===== config.mk =====
export PLATFORM = sky130hd
export DESIGN_NAME = obj_draw_sequencer
export DESIGN_NICKNAME = d
export VERILOG_FILES = /design/src/rtl/obj_draw_sequencer.sv
export SDC_FILE = /design/constraint.sdc
export NUM_CORES = 1
export LEC_CHECK = 0
export CAP_MARGIN = 0
export CORE_ASPECT_RATIO = 1.4
export CORE_MARGIN = 1
export CORE_UTILIZATION = 55
export DETAILED_ROUTE_END_ITERATION = 12
export PLACE_DENSITY_LB_ADDON = 0.2
export SETUP_SLACK_MARGIN = 0.5
export SYNTH_ARGS = -nofsm -noshare
export SYNTH_HDL_FRONTEND = slang
export SYNTH_SLANG_ARGS = --single-unit
export TNS_END_PERCENT = 50

===== constraint.sdc =====
create_clock -name clk -period 4.3 [get_ports clk]
set_clock_uncertainty 0.05 [all_clocks]
set_input_delay 0.43 -clock clk [delete_from_list [all_inputs] [get_ports clk]]
set_output_delay 0.43 -clock clk [all_outputs]
set_load 0.005 [all_outputs]

===== src/rtl/obj_draw_sequencer.sv =====
// Per-frame object sequencer: erases last frame's rectangles, then draws every live
// object, feeding the rectangle draw stage one slot at a time.
module obj_draw_sequencer #(
    parameter int         NUM_OBJ   = 8,
    parameter logic [2:0] BG_COLOUR = 3'b000
) (
    input  logic                 clk,
    input  logic                 reset,
    input  logic                 frame_tick,
    input  logic [8*NUM_OBJ-1:0] obj_x,
    input  logic [7*NUM_OBJ-1:0] obj_y,
    input  logic [5*NUM_OBJ-1:0] obj_w,
    input  logic [5*NUM_OBJ-1:0] obj_h,
    input  logic [3*NUM_OBJ-1:0] obj_c,
    input  logic [NUM_OBJ-1:0]   obj_valid,
    input  logic                 draw_done,
    output logic [7:0]           x_in,
    output logic [6:0]           y_in,
    output logic [4:0]           width,
    output logic [4:0]           height,
    output logic [2:0]           c_in,
    output logic                 enable_load,
    output logic                 enable_draw,
    output logic                 plot,
    output logic                 busy,
    output logic                 frame_done,
    output logic                 overrun,
    output logic [3:0]           dbg_state_o
);

    // Handshake: enable_load pulses one cycle to present a rectangle, enable_draw then
    // holds until draw_done is seen, and drops for one cycle so the stage clears done.

    localparam int IW = (NUM_OBJ > 1) ? $clog2(NUM_OBJ) : 1;
    localparam logic [IW-1:0] LAST_IDX = IW'(NUM_OBJ - 1);

    typedef enum logic [3:0] {
        IDLE   = 4'd0,
        E_SEL  = 4'd1,
        E_LOAD = 4'd2,
        E_DRAW = 4'd3,
        E_GAP  = 4'd4,
        D_SEL  = 4'd5,
        D_LOAD = 4'd6,
        D_DRAW = 4'd7,
        D_GAP  = 4'd8,
        FIN    = 4'd9
    } state_t;

    state_t              state_q;
    logic [IW-1:0]       idx_q;

    logic [7:0]          cur_x_q  [NUM_OBJ];
    logic [6:0]          cur_y_q  [NUM_OBJ];
    logic [4:0]          cur_w_q  [NUM_OBJ];
    logic [4:0]          cur_h_q  [NUM_OBJ];
    logic [2:0]          cur_c_q  [NUM_OBJ];
    logic [NUM_OBJ-1:0]  cur_valid_q;

    logic [7:0]          prev_x_q [NUM_OBJ];
    logic [6:0]          prev_y_q [NUM_OBJ];
    logic [4:0]          prev_w_q [NUM_OBJ];
    logic [4:0]          prev_h_q [NUM_OBJ];
    logic [NUM_OBJ-1:0]  prev_valid_q;

    logic [NUM_OBJ-1:0]  obj_live;
    logic [NUM_OBJ-1:0]  scan_vec;
    logic                scan_found;
    logic [IW-1:0]       scan_idx;

    always_comb begin
        for (int i = 0; i < NUM_OBJ; i++) begin
            obj_live[i] = obj_valid[i] & (|obj_w[5*i +: 5]) & (|obj_h[5*i +: 5]);
        end
    end

    // Lowest set slot at or above idx_q; the erase pass walks last frame's slots.
    always_comb begin
        scan_vec   = (state_q == D_SEL) ? cur_valid_q : prev_valid_q;
        scan_found = 1'b0;
        scan_idx   = idx_q;
        for (int i = NUM_OBJ - 1; i >= 0; i--) begin
            if (scan_vec[i] && (i >= int'(idx_q))) begin
                scan_found = 1'b1;
                scan_idx   = IW'(i);
            end
        end
    end

    assign busy        = (state_q != IDLE);
    assign plot        = enable_draw & ~draw_done;
    assign overrun     = frame_tick & busy;
    assign dbg_state_o = state_q;

    always_ff @(posedge clk) begin
        if (!reset) begin
            state_q      <= IDLE;
            idx_q        <= '0;
            cur_valid_q  <= '0;
            prev_valid_q <= '0;
            for (int i = 0; i < NUM_OBJ; i++) begin
                cur_x_q[i]  <= '0;
                cur_y_q[i]  <= '0;
                cur_w_q[i]  <= '0;
                cur_h_q[i]  <= '0;
                cur_c_q[i]  <= '0;
                prev_x_q[i] <= '0;
                prev_y_q[i] <= '0;
                prev_w_q[i] <= '0;
                prev_h_q[i] <= '0;
            end
            x_in        <= '0;
            y_in        <= '0;
            width       <= '0;
            height      <= '0;
            c_in        <= '0;
            enable_load <= 1'b0;
            enable_draw <= 1'b0;
            frame_done  <= 1'b0;
        end else begin
            frame_done <= 1'b0;
            case (state_q)
                IDLE: begin
                    if (frame_tick) begin
                        for (int i = 0; i < NUM_OBJ; i++) begin
                            cur_x_q[i] <= obj_x[8*i +: 8];
                            cur_y_q[i] <= obj_y[7*i +: 7];
                            cur_w_q[i] <= obj_w[5*i +: 5];
                            cur_h_q[i] <= obj_h[5*i +: 5];
                            cur_c_q[i] <= obj_c[3*i +: 3];
                        end
                        cur_valid_q <= obj_live;
                        idx_q       <= '0;
                        state_q     <= E_SEL;
                    end
                end
                E_SEL: begin
                    if (scan_found) begin
                        idx_q       <= scan_idx;
                        x_in        <= prev_x_q[scan_idx];
                        y_in        <= prev_y_q[scan_idx];
                        width       <= prev_w_q[scan_idx];
                        height      <= prev_h_q[scan_idx];
                        c_in        <= BG_COLOUR;
                        enable_load <= 1'b1;
                        state_q     <= E_LOAD;
                    end else begin
                        idx_q   <= '0;
                        state_q <= D_SEL;
                    end
                end
                E_LOAD: begin
                    enable_load <= 1'b0;
                    enable_draw <= 1'b1;
                    state_q     <= E_DRAW;
                end
                E_DRAW: begin
                    if (draw_done) begin
                        enable_draw <= 1'b0;
                        state_q     <= E_GAP;
                    end
                end
                E_GAP: begin
                    if (idx_q == LAST_IDX) begin
                        idx_q   <= '0;
                        state_q <= D_SEL;
                    end else begin
                        idx_q   <= idx_q + 1'b1;
                        state_q <= E_SEL;
                    end
                end
                D_SEL: begin
                    if (scan_found) begin
                        idx_q       <= scan_idx;
                        x_in        <= cur_x_q[scan_idx];
                        y_in        <= cur_y_q[scan_idx];
                        width       <= cur_w_q[scan_idx];
                        height      <= cur_h_q[scan_idx];
                        c_in        <= cur_c_q[scan_idx];
                        enable_load <= 1'b1;
                        state_q     <= D_LOAD;
                    end else begin
                        frame_done <= 1'b1;
                        state_q    <= FIN;
                    end
                end
                D_LOAD: begin
                    enable_load <= 1'b0;
                    enable_draw <= 1'b1;
                    state_q     <= D_DRAW;
                end
                D_DRAW: begin
                    if (draw_done) begin
                        enable_draw <= 1'b0;
                        state_q     <= D_GAP;
                    end
                end
                D_GAP: begin
                    if (idx_q == LAST_IDX) begin
                        frame_done <= 1'b1;
                        state_q    <= FIN;
                    end else begin
                        idx_q   <= idx_q + 1'b1;
                        state_q <= D_SEL;
                    end
                end
                FIN: begin
                    // What was just drawn becomes next frame's erase list.
                    prev_x_q     <= cur_x_q;
                    prev_y_q     <= cur_y_q;
                    prev_w_q     <= cur_w_q;
                    prev_h_q     <= cur_h_q;
                    prev_valid_q <= cur_valid_q;
                    state_q      <= IDLE;
                end
                default: state_q <= IDLE;
            endcase
        end
    end

endmodule


==> summary.txt <==
Setup path
  – Cells on worst reg2reg path: 11
  – Cell family with most CP delay: simple AND/OR/NAND/NOR gates
  – Crit path launch: idx_q[0]$_SDFFE_PN0P_
  – CP max stage cell: or4b_1
  – Crit Reg-Reg Startpoint: idx_q[0]$_SDFFE_PN0P_
  – WP data required: 4700 ps
  – Crit start category: flip-flop
  – Max FO, Critical Path: 25
  – CP arrival: 3990 ps
  – Worst r2r dst: y_in[3]$_SDFFE_PN0P_
  – Crit-path cells: inv_1 -> ha_1 -> nand4b_1 -> a211oi_1 -> or2_1 -> or4b_1 -> and4_1 -> buf_4 -> o221ai_1 -> a21oi_1 -> a21o_1
  – CP max stage delay: 670 ps
  – FF-to-FF setup slack: 710 ps
  – Crit path buffers/inverters: 2
  – Endpoint class of the critical path: flip-flop
  – Cell count along the critical path: 11
  – CP Class: flip-flop to flip-flop

Logic synthesis
  – Synth Warn #: 0
  – Register area share after synthesis: 48.7%
  – EDFF count, synth: 24
  – Synth Flop Type: dfxtp_1
  – Post-synthesis net count: 2392
  – Area of the mapped netlist: 20200 sq um
  – Asr flop ratio synth: 0%
  – Avg Inst Size Synth: 9.37 sq um
  – Synth unique cells: 60
  – #FFs+latches synth: 478
  – Post-Syn Instances: 2152

Placement
  – Port bufs: 273
  – Placed cells: 2727
  – Area post-placement: 23100 sq um
  – Routability cong.: 0.928
  – Detailed Place HPWL: 39.8 mm

Final layout
  – Layout cell share with drive strength beyond 1: 5.82%
  – Post-route insts no fill: 2814
  – Synthesis-to-finish area growth: 22.2%
  – Diode count: 0
  – Final Cell Area: 24600 sq um
  – NumNets Final: 2556
  – Final core utilization: 68.6%

Timing
  – Setup TNS Final: 0 ps
  – Final Max Tran Viols: 0
  – Tmin final: 3590 ps
  – Final worst-path cycle share: 83.4%
  – Least-Margin Pin Slew: 1180 ps
  – Slew margin rel.: 21.3%
  – Fmax: 279 MHz
  – RSZ-0062 raised after global routing: false
  – # setup viols final: 0
  – Final hold vios: 0

Floorplanning
  – Die height: 229 um
  – CORE AREA: 35900 sq um
  – Die Area: 37400 sq um
  – Rows: 82
  – I/O pin total: 274
  – Die Wd: 164 um
  – Initial core utilization: 56.1%

Global route
  – First-pass GRT wire length: 94.3 mm
  – Gr ovfl total: 0
  – Total track usage: 32.2%
  – Antenna violations before repair: 1
  – Largest net degree at the start of global routing: 172
  – Number of global-route vias before repair: 17300

Routing
  – Vias: 17700
  – Drt wl/cell: 21.8 um
  – Via-to-Cell Ratio: 6.28
  – First-pass DRT Iterations: 5
  – ANT nets after route: 0
  – Residual DRC: 0
  – DR iter-0 viols: 1590
  – DRT Wirelength: 61.3 mm

Clocking
  – CTS tree: built
  – Root buf cell: clkbuf_16
  – # H-tree levels: 2
  – Clock Path Buffers: 3
  – Clock slew at reported path FFs: 60 ps
  – Clock sinks: 478
  – Total CTS buffers: 44
  – Clk_lat worst skew: 570 ps

Power and ir drop
  – PwrDens: 566 nW/um^2
  – Leakage power figure: 9.10 nW
  – VDD IR-drop max: 0.512 mV

Outcome
  – Status: finished clean

Hold path
  – WHS Path Cells: 2
  – Min-Delay Path Class: primary input to flip-flop
  – Worst Min Path Start: reset
  – Worst hold endpoint: enable_load$_SDFFE_PN0P_

Run
  – # Max-Cap Violations: 0
cell usage in the layout (no fill, tap or decap), types with 3 or more instances in the layout:
cell type,netlist,final
dfxtp_1,454,454
edfxtp_1,24,24
inv_1,7,7
o32ai_1,25,25
mux2_4,3,3
and3_4,1,3
nor2_1,16,15
a21oi_1,40,39
o221ai_1,26,26
clkbuf_1,151,12
and2_1,31,30
nor2b_1,7,7
nand2b_1,4,4
nand2_1,540,539
o211a_1,3,3
clkdlybuf4s50_1,0,272
a32o_1,29,29
o211ai_1,3,3
nor3b_1,3,3
clkbuf_8,0,7
o21ai_0,19,19
buf_12,0,6
clkbuf_16,0,46
mux2i_1,83,83
a32oi_1,58,58
or4_1,8,8
o2111ai_1,25,25
buf_4,6,37
ha_1,4,4
a21boi_0,209,209
a22o_1,208,208
bufinv_16,0,6
a21o_1,26,26
nor3_1,9,9
nand3_1,55,54
clkinv_2,0,10
sequential cells by signal, indices dropped and copies added (netlist names):
signal	count
cur_valid_q	8
c_in	3
prev_w_q	40
cur_w_q	40
frame_done	1
cur_h_q	40
cur_c_q	24
prev_y_q	56
y_in	7
prev_valid_q	8
prev_x_q	64
enable_draw	1
x_in	8
enable_load	1
height	5
idx_q	3
cur_x_q	64
prev_h_q	40
width	5
dbg_state_o	4
cur_y_q	56
final cells by class:
type,instances,area [sq um]
fillers,2893,11300
repair buffers,315,3120
inverters,7,26.3
multi-input cells,1470,9570
clock inverters,17,246
well taps,462,578
flip-flops and latches,478,9810
clock buffers,65,1290
worst max path at each step:
stage,to,slack [ps]
after detailed placement,width[0]$_SDFFE_PN0P_,690
final,y_in[3]$_SDFFE_PN0P_,710
after global routing,y_in[3]$_SDFFE_PN0P_,520
after floorplan,width[0]$_SDFFE_PN0P_,1320
after global placement,x_in[4]$_SDFFE_PN0P_,870
after CTS,height[4]$_SDFFE_PN0P_,650
synth_stat cells (24+ instances only):
master,n,area (sq um)
a21o_1,26,195
dfxtp_1,454,9090
a32o_1,29,290
o2111ai_1,25,219
a22o_1,208,1820
mux2i_1,83,831
o32ai_1,25,219
o221ai_1,26,228
nand3_1,55,275
a32oi_1,58,508
clkbuf_1,151,567
a21boi_0,209,1570
and2_1,31,194
a21oi_1,40,200
edfxtp_1,24,721
buf_2,26,130
nand2_1,540,2030
routing by layer:
metal	up-vias	share of wire [%]	track usage, %
li1	8171	-	-
met1	8446	38	38.7
met2	853	49	54.4
met3	195	7.0	4.99
met4	2	5.2	17.9
met5	-	0.020	0
per-stage QoR:
stage | total power [mW] | hold WS [ps] | worst slack (ps)
after global placement | 9.68 | 401 | 868
after global routing | 14.5 | 220 | 517
after detailed placement | 9.75 | 408 | 686
final | 14.0 | 224 | 715
after floorplan | 8.12 | 389 | 1320
after CTS | 13.9 | 216 | 655
worst reg2reg max path, delay by kind of cell (launching register included):
family	cells	cell delay (ps)
flip-flops	1	490
AO/OA/AOI/OAI	4	750
adder cells (fa/ha/maj)	1	250
buffers and inverters	2	400
AND/OR/NAND/NOR	4	1550
what timing repair did:
action / in CTS / in global routing
buffers inserted: 0 / 5
resized for setup: 0 / 1
endpoints found under the setup margin: 0 / 25
hold buffers: 0 / 0
hold endpoints to repair: 0 / 0
report_power, final:
group | total, mW | internal (mW) | switching (mW)
Clock | 4.15 | 2.45 | 1.70
Combinational | 4.36 | 1.66 | 2.70
Sequential | 5.45 | 4.96 | 0.488
Total | 14.0 | 9.07 | 4.89
cell families (layout without fill, tap and decap cells):
kind of cell | count (synthesis) | in the layout | synth area share [%]
AO/OA/AOI/OAI | 692 | 692 | 28.1
AND/OR/NAND/NOR | 686 | 686 | 14.2
flip-flops | 478 | 478 | 48.7
buffers and inverters | 204 | 404 | 4.29
multiplexers | 88 | 88 | 4.47
adder cells (fa/ha/maj) | 4 | 4 | 0.248
(Power assumes the default switching activity.)
